**config.mk**
```make
export PLATFORM = sky130hd
export DESIGN_NAME = uart_comm_engine
export DESIGN_NICKNAME = d
export VERILOG_FILES = /design/src/rtl/uart_comm_engine.sv
export SDC_FILE = /design/constraint.sdc
export NUM_CORES = 1
export LEC_CHECK = 0
export ABC_AREA = 1
export ABC_CLOCK_PERIOD_IN_PS = 5400
export CAP_MARGIN = 20
export CORE_AREA = 10 10 185 187
export CTS_CLUSTER_SIZE = 16
export DETAILED_ROUTE_END_ITERATION = 8
export DIE_AREA = 0 0 195 197
export PLACE_DENSITY = 0.84
export SLEW_MARGIN = 20
export SYNTH_ARGS = -nofsm -noshare
export SYNTH_HDL_FRONTEND = slang
export SYNTH_SLANG_ARGS = --single-unit
```
**constraint.sdc**
```tcl
create_clock -name i_sys_clk -period 5.4 [get_ports i_sys_clk]
set_input_delay 1.08 -clock i_sys_clk [delete_from_list [all_inputs] [get_ports i_sys_clk]]
set_output_delay 1.08 -clock i_sys_clk [all_outputs]
set_load 0.02 [all_outputs]
```
**src/rtl/uart_comm_engine.sv**
```systemverilog
// rtl/uart_comm_engine.sv - UART host packet protocol engine (job load, ping/info replies, nonce reporting)
//
// Purpose: parses [LEN][00][00][TYPE][payload] packets from a byte-stream UART
// receiver, loads mining work, answers PING/GET_INFO, and reports golden
// nonces from a small FIFO back to the host through the UART transmitter.
//
// Optional feature macro: UART_COMM_CRC_EN
//   defined   -> every RX and TX packet carries 2 trailing CRC-16/CCITT bytes
//                (poly 0x1021, init 0xFFFF, MSB first), counted in LEN
//   undefined -> no CRC bytes
//
// Ports:
//   i_sys_clk      clock (UART domain)
//   i_reset_n      asynchronous active-low reset
//   i_rx_valid     1-cycle strobe, i_rx_byte valid
//   i_rx_byte      received byte
//   i_rx_error     framing error on the current byte
//   o_tx_start     1-cycle strobe, send o_tx_byte
//   o_tx_byte      byte to send
//   i_tx_busy      UART transmitter busy
//   o_work_data    last accepted job, first payload byte in the MSBs
//   o_work_valid   1-cycle pulse when o_work_data updates
//   i_nonce_in     golden nonce from the hashing cores
//   i_nonce_push   write i_nonce_in into the nonce FIFO
//   o_nonce_full   nonce FIFO full; pushes while full are dropped
//   o_rx_drop_cnt  saturating count of dropped/invalid packets
module uart_comm_engine #(
  parameter int          WORK_BYTES  = 12,
  parameter int          NONCE_BYTES = 4,
  parameter int          NONCE_DEPTH = 4,
  parameter int          RX_TIMEOUT  = 120000,
  parameter logic [63:0] SYS_INFO    = 64'hDEADBEEF13370D13
) (
  input  logic                     i_sys_clk,
  input  logic                     i_reset_n,
  input  logic                     i_rx_valid,
  input  logic [7:0]               i_rx_byte,
  input  logic                     i_rx_error,
  output logic                     o_tx_start,
  output logic [7:0]               o_tx_byte,
  input  logic                     i_tx_busy,
  output logic [WORK_BYTES*8-1:0]  o_work_data,
  output logic                     o_work_valid,
  input  logic [NONCE_BYTES*8-1:0] i_nonce_in,
  input  logic                     i_nonce_push,
  output logic                     o_nonce_full,
  output logic [7:0]               o_rx_drop_cnt
);

`ifdef UART_COMM_CRC_EN
  localparam int CRC_BYTES = 2;
`else
  localparam int CRC_BYTES = 0;
`endif

  localparam int WB        = WORK_BYTES * 8;
  localparam int NB        = NONCE_BYTES * 8;
  localparam int PW        = (NB > 64) ? NB : 64;
  localparam int AW        = $clog2(NONCE_DEPTH);
  localparam int TW        = $clog2(RX_TIMEOUT + 1);
  localparam int MIN_LEN   = 4 + CRC_BYTES;
  localparam int JOB_LEN   = 4 + WORK_BYTES + CRC_BYTES;
  localparam int INFO_LEN  = 12 + CRC_BYTES;
  localparam int NONCE_LEN = 4 + NONCE_BYTES + CRC_BYTES;

  localparam logic [7:0] TYPE_INFO    = 8'd0;
  localparam logic [7:0] TYPE_INVALID = 8'd1;
  localparam logic [7:0] TYPE_PING    = 8'd2;
  localparam logic [7:0] TYPE_PONG    = 8'd3;
  localparam logic [7:0] TYPE_JOB     = 8'd4;
  localparam logic [7:0] TYPE_ACK     = 8'd5;
  localparam logic [7:0] TYPE_NONCE   = 8'd6;

  localparam logic [AW:0] DEPTH_V = (AW + 1)'(NONCE_DEPTH);

  typedef enum logic [1:0] {RX_IDLE, RX_HDR, RX_PAYLOAD, RX_DISPATCH} rx_state_t;
  typedef enum logic {TX_IDLE, TX_SEND} tx_state_t;

  rx_state_t r_rx_state, w_rx_next;
  tx_state_t r_tx_state, w_tx_next;

  // RX packet capture
  logic [7:0]    r_rx_len;
  logic [7:0]    r_rx_cnt;      // bytes of the current packet received so far
  logic [7:0]    r_rx_type;
  logic          r_hdr_bad;     // one of the two reserved header bytes was non-zero
  logic          r_len_bad;
  logic [TW-1:0] r_idle_cnt;
  logic [WB-1:0] r_payload;

  // Reply slot, job output, drop counter
  logic          r_reply_pend;
  logic [7:0]    r_reply_type;
  logic [WB-1:0] r_work_data;
  logic          r_work_valid;
  logic [7:0]    r_drop_cnt;

  // TX packet generation
  logic [7:0]    r_tx_len;
  logic [7:0]    r_tx_type;
  logic [7:0]    r_tx_idx;
  logic [7:0]    r_tx_byte;
  logic          r_tx_start;
  logic          r_tx_is_nonce;
  logic [PW-1:0] r_tx_payload;  // left-aligned, shifted out MSB byte first

  // Nonce FIFO, pointers carry one extra wrap bit
  logic [NB-1:0] r_fifo [NONCE_DEPTH];
  logic [AW:0]   r_wr_ptr;
  logic [AW:0]   r_rd_ptr;

`ifdef UART_COMM_CRC_EN
  logic [15:0]   r_rx_crc;
  logic [15:0]   r_tx_crc;

  function automatic logic [15:0] crc16_step(input logic [15:0] crc, input logic [7:0] data);
    logic [15:0] c;
    c = crc;
    for (int i = 7; i >= 0; i--) begin
      if (c[15] ^ data[i]) c = {c[14:0], 1'b0} ^ 16'h1021;
      else                 c = {c[14:0], 1'b0};
    end
    return c;
  endfunction
`endif

  logic          w_rx_ok, w_rx_err, w_in_pkt, w_timeout, w_accept_len, w_rx_last, w_rx_data;
  logic          w_crc_ok, w_pkt_ok, w_is_ping, w_is_info, w_is_job, w_dispatch, w_drop_inc;
  logic [7:0]    w_reply_type;
  logic          w_tx_load, w_load_reply, w_tx_fire, w_tx_last, w_tx_data, w_pop, w_push;
  logic [7:0]    w_tx_cur;
  logic [AW:0]   w_fifo_cnt;
  logic          w_fifo_empty, w_fifo_full;
  logic [NB-1:0] w_fifo_head;
  logic [PW-1:0] w_info_al, w_nonce_al;

  // ---------------------------------------------------------------- RX
  assign w_rx_ok   = i_rx_valid && !i_rx_error;
  assign w_rx_err  = i_rx_valid && i_rx_error;
  assign w_in_pkt  = (r_rx_state == RX_HDR) || (r_rx_state == RX_PAYLOAD);
  assign w_timeout = w_in_pkt && (r_idle_cnt >= TW'(RX_TIMEOUT));
  // DISPATCH lasts one cycle; a LEN byte arriving then still starts a packet
  assign w_accept_len = w_rx_ok && ((r_rx_state == RX_IDLE) || (r_rx_state == RX_DISPATCH));
  assign w_rx_last = (r_rx_cnt + 8'd1) == r_rx_len;
  // Payload bytes sit between the header and any trailing CRC
  assign w_rx_data = (r_rx_cnt >= 8'd4) && (r_rx_cnt < (r_rx_len - 8'(CRC_BYTES)));

  always_ff @(posedge i_sys_clk or negedge i_reset_n) begin
    if (!i_reset_n) r_rx_state <= RX_IDLE;
    else            r_rx_state <= w_rx_next;
  end

  always_comb begin
    w_rx_next = r_rx_state;
    case (r_rx_state)
      RX_IDLE, RX_DISPATCH: begin
        w_rx_next = RX_IDLE;
        if (w_accept_len) begin
          // A LEN below 4 is already a complete (bad) packet
          if (i_rx_byte < 8'd4) w_rx_next = RX_DISPATCH;
          else                  w_rx_next = RX_HDR;
        end
      end
      RX_HDR: begin
        if (w_rx_err || w_timeout) w_rx_next = RX_IDLE;
        else if (w_rx_ok && (r_rx_cnt == 8'd3)) w_rx_next = w_rx_last ? RX_DISPATCH : RX_PAYLOAD;
      end
      RX_PAYLOAD: begin
        if (w_rx_err || w_timeout) w_rx_next = RX_IDLE;
        else if (w_rx_ok && w_rx_last) w_rx_next = RX_DISPATCH;
      end
      default: w_rx_next = RX_IDLE;
    endcase
  end

  always_ff @(posedge i_sys_clk or negedge i_reset_n) begin
    if (!i_reset_n) begin
      r_rx_len   <= '0;
      r_rx_cnt   <= '0;
      r_rx_type  <= '0;
      r_hdr_bad  <= 1'b0;
      r_len_bad  <= 1'b0;
      r_idle_cnt <= '0;
      r_payload  <= '0;
`ifdef UART_COMM_CRC_EN
      r_rx_crc   <= 16'hFFFF;
`endif
    end else begin
      if (w_in_pkt && !i_rx_valid) r_idle_cnt <= r_idle_cnt + TW'(1);
      else                         r_idle_cnt <= '0;

      if (w_accept_len) begin
        r_rx_len  <= i_rx_byte;
        r_rx_cnt  <= 8'd1;
        r_hdr_bad <= 1'b0;
        r_len_bad <= (i_rx_byte < 8'(MIN_LEN)) || (i_rx_byte > 8'(JOB_LEN));
`ifdef UART_COMM_CRC_EN
        r_rx_crc  <= crc16_step(16'hFFFF, i_rx_byte);
`endif
      end else if (w_in_pkt && w_rx_ok) begin
        r_rx_cnt <= r_rx_cnt + 8'd1;
        if ((r_rx_cnt == 8'd1) || (r_rx_cnt == 8'd2))
          r_hdr_bad <= r_hdr_bad | (i_rx_byte != 8'h00);
        if (r_rx_cnt == 8'd3) r_rx_type <= i_rx_byte;
        if (w_rx_data) r_payload <= {r_payload[WB-9:0], i_rx_byte};
`ifdef UART_COMM_CRC_EN
        // Running the CRC over the received CRC bytes too leaves a zero residue when intact
        r_rx_crc <= crc16_step(r_rx_crc, i_rx_byte);
`endif
      end
    end
  end

  // ---------------------------------------------------------- DISPATCH
`ifdef UART_COMM_CRC_EN
  assign w_crc_ok = (r_rx_crc == 16'h0000);
`else
  assign w_crc_ok = 1'b1;
`endif
  assign w_dispatch = (r_rx_state == RX_DISPATCH);
  assign w_pkt_ok   = !r_len_bad && !r_hdr_bad && w_crc_ok;
  assign w_is_ping  = w_pkt_ok && (r_rx_type == TYPE_PING) && (r_rx_len == 8'(MIN_LEN));
  assign w_is_info  = w_pkt_ok && (r_rx_type == TYPE_INFO) && (r_rx_len == 8'(MIN_LEN));
  assign w_is_job   = w_pkt_ok && (r_rx_type == TYPE_JOB)  && (r_rx_len == 8'(JOB_LEN));

  always_comb begin
    w_reply_type = TYPE_INVALID;
    if (w_is_ping)      w_reply_type = TYPE_PONG;
    else if (w_is_info) w_reply_type = TYPE_INFO;
    else if (w_is_job)  w_reply_type = TYPE_ACK;
  end

  // One increment per event: framing error, timeout, invalid packet or lost reply
  assign w_drop_inc = w_rx_err || w_timeout ||
                      (w_dispatch && (!(w_is_ping || w_is_info || w_is_job) || r_reply_pend));

  always_ff @(posedge i_sys_clk or negedge i_reset_n) begin
    if (!i_reset_n) begin
      r_reply_pend <= 1'b0;
      r_reply_type <= '0;
      r_work_data  <= '0;
      r_work_valid <= 1'b0;
      r_drop_cnt   <= '0;
    end else begin
      r_work_valid <= 1'b0;
      if (w_load_reply) r_reply_pend <= 1'b0;
      if (w_dispatch) begin
        if (w_is_job) begin
          r_work_data  <= r_payload;
          r_work_valid <= 1'b1;
        end
        if (!r_reply_pend) begin
          r_reply_pend <= 1'b1;
          r_reply_type <= w_reply_type;
        end
      end
      if (w_drop_inc && (r_drop_cnt != 8'hFF)) r_drop_cnt <= r_drop_cnt + 8'd1;
    end
  end

  // --------------------------------------------------------------- FIFO
  assign w_fifo_cnt   = r_wr_ptr - r_rd_ptr;
  assign w_fifo_empty = (r_wr_ptr == r_rd_ptr);
  assign w_fifo_full  = (w_fifo_cnt == DEPTH_V);
  assign w_fifo_head  = r_fifo[r_rd_ptr[AW-1:0]];
  // A push into a full FIFO succeeds when the head is popped in the same cycle
  assign w_push       = i_nonce_push && (!w_fifo_full || w_pop);

  always_ff @(posedge i_sys_clk) begin
    if (w_push) r_fifo[r_wr_ptr[AW-1:0]] <= i_nonce_in;
  end

  always_ff @(posedge i_sys_clk or negedge i_reset_n) begin
    if (!i_reset_n) begin
      r_wr_ptr <= '0;
      r_rd_ptr <= '0;
    end else begin
      if (w_push) r_wr_ptr <= r_wr_ptr + 1'b1;
      if (w_pop)  r_rd_ptr <= r_rd_ptr + 1'b1;
    end
  end

  // ----------------------------------------------------------------- TX
  assign w_info_al    = PW'(SYS_INFO) << (PW - 64);
  assign w_nonce_al   = PW'(w_fifo_head) << (PW - NB);
  assign w_tx_load    = (r_tx_state == TX_IDLE) && (r_reply_pend || !w_fifo_empty);
  assign w_load_reply = w_tx_load && r_reply_pend;
  // Never strobe on back-to-back cycles so the UART has a cycle to raise busy
  assign w_tx_fire    = (r_tx_state == TX_SEND) && !i_tx_busy && !r_tx_start;
  assign w_tx_last    = (r_tx_idx == (r_tx_len - 8'd1));
  assign w_tx_data    = (r_tx_idx >= 8'd4) && (r_tx_idx < (r_tx_len - 8'(CRC_BYTES)));
  // The nonce leaves the FIFO only once its packet is fully issued
  assign w_pop        = w_tx_fire && w_tx_last && r_tx_is_nonce;

  always_comb begin
    w_tx_cur = 8'h00;
    if (r_tx_idx == 8'd0)      w_tx_cur = r_tx_len;
    else if (r_tx_idx == 8'd3) w_tx_cur = r_tx_type;
    else if (w_tx_data)        w_tx_cur = r_tx_payload[PW-1 -: 8];
`ifdef UART_COMM_CRC_EN
    if (r_tx_idx == (r_tx_len - 8'd2))      w_tx_cur = r_tx_crc[15:8];
    else if (r_tx_idx == (r_tx_len - 8'd1)) w_tx_cur = r_tx_crc[7:0];
`endif
  end

  always_ff @(posedge i_sys_clk or negedge i_reset_n) begin
    if (!i_reset_n) r_tx_state <= TX_IDLE;
    else            r_tx_state <= w_tx_next;
  end

  always_comb begin
    w_tx_next = r_tx_state;
    case (r_tx_state)
      TX_IDLE: if (w_tx_load) w_tx_next = TX_SEND;
      TX_SEND: if (w_tx_fire && w_tx_last) w_tx_next = TX_IDLE;
      default: w_tx_next = TX_IDLE;
    endcase
  end

  always_ff @(posedge i_sys_clk or negedge i_reset_n) begin
    if (!i_reset_n) begin
      r_tx_len      <= '0;
      r_tx_type     <= '0;
      r_tx_idx      <= '0;
      r_tx_byte     <= '0;
      r_tx_start    <= 1'b0;
      r_tx_is_nonce <= 1'b0;
      r_tx_payload  <= '0;
`ifdef UART_COMM_CRC_EN
      r_tx_crc      <= 16'hFFFF;
`endif
    end else begin
      r_tx_start <= w_tx_fire;
      if (w_tx_load) begin
        r_tx_idx <= '0;
        if (r_reply_pend) begin
          r_tx_type     <= r_reply_type;
          r_tx_len      <= (r_reply_type == TYPE_INFO) ? 8'(INFO_LEN) : 8'(MIN_LEN);
          r_tx_payload  <= w_info_al;
          r_tx_is_nonce <= 1'b0;
        end else begin
          r_tx_type     <= TYPE_NONCE;
          r_tx_len      <= 8'(NONCE_LEN);
          r_tx_payload  <= w_nonce_al;
          r_tx_is_nonce <= 1'b1;
        end
`ifdef UART_COMM_CRC_EN
        r_tx_crc <= 16'hFFFF;
`endif
      end else if (w_tx_fire) begin
        r_tx_byte <= w_tx_cur;
        r_tx_idx  <= r_tx_idx + 8'd1;
        if (w_tx_data) r_tx_payload <= r_tx_payload << 8;
`ifdef UART_COMM_CRC_EN
        if (r_tx_idx < (r_tx_len - 8'd2)) r_tx_crc <= crc16_step(r_tx_crc, w_tx_cur);
`endif
      end
    end
  end

  assign o_tx_start    = r_tx_start;
  assign o_tx_byte     = r_tx_byte;
  assign o_work_data   = r_work_data;
  assign o_work_valid  = r_work_valid;
  assign o_nonce_full  = w_fifo_full;
  assign o_rx_drop_cnt = r_drop_cnt;

endmodule

```
Word-level counts from Yosys, hierarchy flattened
Memories as Yosys holds them, arrays and structs flattened. Cells that the tools add are included.

Register bits: 360. RAM bits: 128. Input bits: 46. Output and inout port bits: 115. Logic and storage cells: 166. Memories kept: 1.

Add/subtract/negate cells: 8. $lt $le $gt $ge: 7. Equal/unequal tests: 18. Multiplexer cells: 40. Bitwise gates (word level): 5. Reductions and logical operators: 64.

Memories: r_fifo (depth 4, width 32, rd ports 1, clocked after Yosys merged registers in 0, write ports 1, line 108) `logic [NB-1:0] r_fifo [NONCE_DEPTH];`.

Operators by type and width (count): $mux W64 (4); $mux W8 (8); $eq A8 B2 Y1 const B (4); $logic_and A1 B1 Y1 (26); $add A8 B1 Y8 const B (3); $logic_not A8 Y1 (3); $add A17 B1 Y17 const B (1); $ge A17 B17 Y1 const B (1); $mux W17 (1); $eq A8 B3 Y1 const B (2); $eq A8 B8 Y1 (2); $ge A8 B3 Y1 const B (2); $lt A8 B8 Y1 (2); $mux W1 (14); $mux W2 (6); $reduce_and A2 Y1 (6); $logic_or A1 B1 Y1 (11); $logic_not A1 Y1 (9); $mux W3 (3); $eq A8 B1 Y1 const B (1); $eq A8 B5 Y1 const B (1); $gt A8 B5 Y1 const B (1); $lt A8 B3 Y1 const B (1); $mux W4 (2); 18 further kinds (28).

Longest topological paths before layout
Word-level depth: 11. Mapped depth: 15. Depth with buffers taken out: 15.

Worst setup path before layout
OpenSTA, ideal clock, no wires.

Kind: input-to-reg. Start point: in i_tx_busy. End point: mem r_fifo[0][0] (netlist name) (enable). Library setup time: 0.421 ns. Arrival: 3.506 ns. Required time: 4.979 ns. Setup slack: 1.473 ns. Stages on the path: 7. Path through: nor3_4 nand2_1 nor4_1 nand3_1 nand2_1 nand2_1 nor2_1.

Longest elaborated chain between the ends: 9.

Ends and longest elaborated chain: start: declaration (line 41) `input logic i_tx_busy,`; $logic_not A1 Y1 (line 289) `assign w_tx_fire = (r_tx_state == TX_SEND) && !i_tx_busy && !r_tx_start;`; $logic_and A1 B1 Y1 (2 in a row) (line 289); $logic_and A1 B1 Y1 (2 in a row) (line 293) `assign w_pop = w_tx_fire && w_tx_last && r_tx_is_nonce;`; $logic_or A1 B1 Y1 (line 267) `assign w_push = i_nonce_push && (!w_fifo_full || w_pop);`; $logic_and A1 B1 Y1 (line 267); $mux W1 (line 270) `if (w_push) r_fifo[r_wr_ptr[AW-1:0]] <= i_nonce_in;`; $mux W1 (not written as such) (line 270); end: declaration (line 108).

Every way passes these cells.

Worst setup path after layout
Start point: reg r_rd_ptr[1]. End point: out o_nonce_full.

Longest elaborated chain between the ends: 2.

Ends and longest elaborated chain: start: declaration (line 110) `logic [AW:0] r_rd_ptr;`; start signal: assignment (line 279) `if (w_pop) r_rd_ptr <= r_rd_ptr + 1'b1;`; $sub A3 B3 Y3 (line 262) `assign w_fifo_cnt = r_wr_ptr - r_rd_ptr;`; $eq A3 B3 Y1 (line 264) `assign w_fifo_full = (w_fifo_cnt == DEPTH_V);`; end: declaration (line 46) `output logic o_nonce_full,`.

Every way passes these cells.

==> metrics list <==
- Syn Area/Cell: around 9.6 um^2
* First DRT Iteration DRCs: 1304
* TritonCTS Sinks: 449
- Share of the yosys chip area belonging to registers: 63.83%
* Startpoint type of the worst setup path: flop
- The congestion estimate from routability-driven global placement came to 0.8754.
- OpenSTA, run right after detailed placement, puts the worst setup slack at about 1.5 ns.
* Number of maximum-capacitance constraint violations: 0
* Antenna cell count: 0
* Total CTS buffers: 45
- After layout, the worst setup slack is 1.497 ns.
* Number of fill cells in the layout: 2095
* Placed Area: between 0.02 and 0.025 mm^2
- TritonCTS clock tree: done
* Crit Path Category: reg2out
- The H-tree generated during clock tree synthesis spans 2 levels.
- Using the TritonRoute via totals, the vias-per-cell ratio works out to 5.774.
- Yosys top cell area share: 43.17%
* Max-slew violations: 0
* Number of core rows: 64
- Number of antenna violations at the first check in global routing: 0
- The later pin in the worst-skew pair is clocked with a latency of 0.56 ns.
- Timing would allow up to ~260 MHz.
* Final setup fails: 0
* Root Driver: sky130_fd_sc_hd__clkbuf_16
- Tightest Hold Check Type: reg2reg
- Once the floorplan was initialized, standard cells occupied 61.14% of the core.
- Count of buffers from port buffering: 160
* Die footprint: 0.03842 mm^2
* Aggregate global routing overflow: 0
* Hold buffer count at cts: 0
- Counting flops with an async set or reset pin after synthesis yields a share of 71.49%.
- The wire-length estimate of the detail-placed layout is 28.70 mm.
- Setup repair after global routing left no endpoint under its margin.
* Number of nets with antenna violations after routing: 0
- LEAKAGE: 10.41 nW
- In this run the cell area of the synthesized design comes to ~0.019 mm^2.
- After routing the design area is 0.02213 mm^2.
- The longest clock path from root to sink contains 3 buffers.
- Setup tns final: 0 ns
- Cells along the critical path: buf_4 -> inv_1 -> ha_1 -> a21oi_1 -> xor2_1 -> nor2_1 -> clkdlybuf4s50_1
- Buffers plus inverters on the worst setup path: 3
- Number of standard cells after synthesis: between 1.5k and 2k
* Number of enable flip-flop cells after synthesis: 128
- In the synthesized netlist the dominant register cell turns out to be sky130_fd_sc_hd__dfrtp_1.
* Nets: 2155
* Post-Syn Nets: 2015
- The count of endpoints failing hold in the final timing report is 0.
- For this design the ratio of total power to cell area is 404.0 mW/mm^2.
- Die extent in x: 195 um
- The flow ran to the end, and the final reports show no timing, DRC or antenna violations.
* Stage delay of the slowest cell on the critical path: 0.68 ns
- Area of the core: approximately 0.030 mm^2
- Entering global routing, the biggest net connects 120 pins.
* Utilization after layout: 72.73%
- The pre-antenna-repair detailed-routing pass consisted of 8 iterations.
- IR Drop Worst-Case VDD: 0.3656 mV
* Number of global-route vias before repair: 14.44k
- In the finished design, the share of the clock period the worst path needs comes to 72.29%.
- Boundary Pins: 161
- Crit path arrival time: roughly 2.8 ns
- The first global-routing pass estimated 74.14 mm of wire.
* Worst-path cell with the longest stage delay: sky130_fd_sc_hd__clkdlybuf4s50_1
- After clock tree synthesis, the setup repair step added 0 buffers.
- Total routing resource utilization after global routing: 23.15%
* Required arrival time at the worst endpoint: approximately 4.3 ns
- Compared with the post-synthesis result, the final layout area differs by 18.94%.
- The worst path in the final design needs a cycle of a little under 4 ns, including I/O delays and setup.
* Count of distinct cell types in the synthesized netlist: 45
- Largest driver fanout on the critical path: 33
- Detailed Route WL: 45.31 mm
- Measured along the y axis, the die boundary spans 197 um.
- Final Total Pwr: 8.940 mW
* Average detailed-routed wire length per instance: 18.05 um
* Synth warn: 0
* Top cells by area in the synthesized netlist: sky130_fd_sc_hd__dfrtp_1, sky130_fd_sc_hd__edfxtp_1, sky130_fd_sc_hd__nand2_1
- STA classifies the critical path endpoint as an output pin.
* Clock-pin slew reported for the worst setup and hold paths after clock tree synthesis: 0.06 ns
* Post-cts gate resize count: 0
- The synthesized design spends more area on one cell type than any other, namely sky130_fd_sc_hd__dfrtp_1.
- FF+latch count, synth: 449
- Top delay family on crit path: buffers and inverters
- Measured against its own limit, the worst slew margin works out to around 34%.
- Via count of the routed design: 14.49k
- Of the cells placed in the final design, the portion with a size suffix greater than 1 is 5.393%.
- At the pin with the least slew margin, the transition time is 0.9900 ns.
* Worst Skew: 0.02965 ns
- Remaining routing DRC violations: 0
## cell families after synthesis
| logic type | count (synthesis) | share of synthesized area [%] |
|---|---|---|
| AND/OR/NAND/NOR | 1001 | 21.62 |
| flip-flops | 449 | 63.83 |
| AO/OA/AOI/OAI | 247 | 7.693 |
| buffers and inverters | 197 | 4.089 |
| adder cells (fa/ha/maj) | 30 | 2.017 |
| XOR/XNOR | 12 | 0.5649 |
| multiplexers | 3 | 0.1816 |
## cell usage after synthesis (all sizes together), types with 18 or more instances
cell type	n
clkbuf	71
inv	106
ha	30
nand2	694
edfxtp	128
dfrtp	321
o22ai	50
buf	19
nand3	146
o21ai	125
nor3	18
a21oi	33
nor2	128
## state kept, by name (all words and copies together) (netlist names), 8 cells and up
signal,flops
r_rx_type,8
r_payload,96
o_rx_drop_cnt,8
r_rx_len,8
o_tx_byte,8
r_idle_cnt,17
r_fifo,128
r_tx_idx,8
r_tx_payload,41
r_rx_cnt,8
o_work_data,96
## path summary, 6_finish.rpt
path / from / to / slack, ns / depth (start not counted)
max in group asynchronous: i_reset_n / r_tx_payload[56]$_DFFE_PN0P_ / 3.50 / 2
hold reg to reg: o_work_data[90]$_DFFE_PN0P_ / o_work_data[90]$_DFFE_PN0P_ / 0.48 / 2
setup / recovery: r_rd_ptr[1]$_DFFE_PN0P_ / o_nonce_full / 1.50 / 7
hold / removal: o_work_data[90]$_DFFE_PN0P_ / o_work_data[90]$_DFFE_PN0P_ / 0.48 / 2
min in group asynchronous: i_reset_n / o_work_data[81]$_DFFE_PN0P_ / 0.55 / 1
setup reg to reg: r_rd_ptr[1]$_DFFE_PN0P_ / r_tx_payload[56]$_DFFE_PN0P_ / 2.21 / 11
## worst min-delay path: cells and delay by family, from the launching register on
family	cells	cell delay (ns)
flip-flops	1	0.34
AND/OR/NAND/NOR	2	0.10
## where the power goes
part / switching, mW / internal [mW] / leakage [nW]
combinational: 0.896 / 0.498 / 4.16
clock: 1.31 / 1.86 / 0.733
sequential: 0.327 / 4.06 / 5.52
total: 2.53 / 6.41 / 10.4
## metrics by stage
step	std cells	hold slack (ns)
finish	2510	0.4761
global placement	2426	0.4458
CTS	2509	0.4806
floorplan	1939	0.4322
global route	2510	0.4961
detailed placement	2427	0.4594
## per-layer routing
layer,GRT usage (%),routed length [um]
met5,0,0
met1,29.07,18310
met4,7.664,1190
met2,39.89,22720
met3,4.192,3088
## layout make-up
cell class | instances | area, um^2 | area share [%]
clock buffer | 58 | 1225 | 5.535
clock inverter | 24 | 282.8 | 1.278
inverter | 107 | 401.6 | 1.815
multi-input combinational | 1293 | 6020 | 27.20
sequential | 449 | 11880 | 53.67
tap | 396 | 495.5 | 2.239
timing repair buffer | 183 | 1829 | 8.266
## placed cells by master, fill, tap and decap left out, types with 3 or more instances in the layout
cell type,n
sky130_fd_sc_hd__nand2_1,692
sky130_fd_sc_hd__dfrtp_1,321
sky130_fd_sc_hd__clkdlybuf4s50_1,159
sky130_fd_sc_hd__nand3_1,144
sky130_fd_sc_hd__edfxtp_1,128
sky130_fd_sc_hd__o21ai_0,125
sky130_fd_sc_hd__nor2_1,122
sky130_fd_sc_hd__inv_1,104
sky130_fd_sc_hd__o22ai_1,50
sky130_fd_sc_hd__clkbuf_16,45
sky130_fd_sc_hd__a21oi_1,33
sky130_fd_sc_hd__ha_1,30
sky130_fd_sc_hd__buf_4,19
sky130_fd_sc_hd__nor3_1,17
sky130_fd_sc_hd__nand4_1,8
sky130_fd_sc_hd__xor2_1,8
sky130_fd_sc_hd__clkbuf_1,8
sky130_fd_sc_hd__a22oi_1,7
sky130_fd_sc_hd__clkinv_2,7
sky130_fd_sc_hd__o221ai_1,6
sky130_fd_sc_hd__a31oi_1,5
sky130_fd_sc_hd__clkinv_1,5
sky130_fd_sc_hd__nor2_2,5
sky130_fd_sc_hd__bufinv_16,5
sky130_fd_sc_hd__clkbuf_8,5
sky130_fd_sc_hd__xnor2_1,4
sky130_fd_sc_hd__nor4_1,4
sky130_fd_sc_hd__buf_12,4
sky130_fd_sc_hd__o21a_1,3
sky130_fd_sc_hd__mux2_2,3
Power figures use the tool's default switching activity.
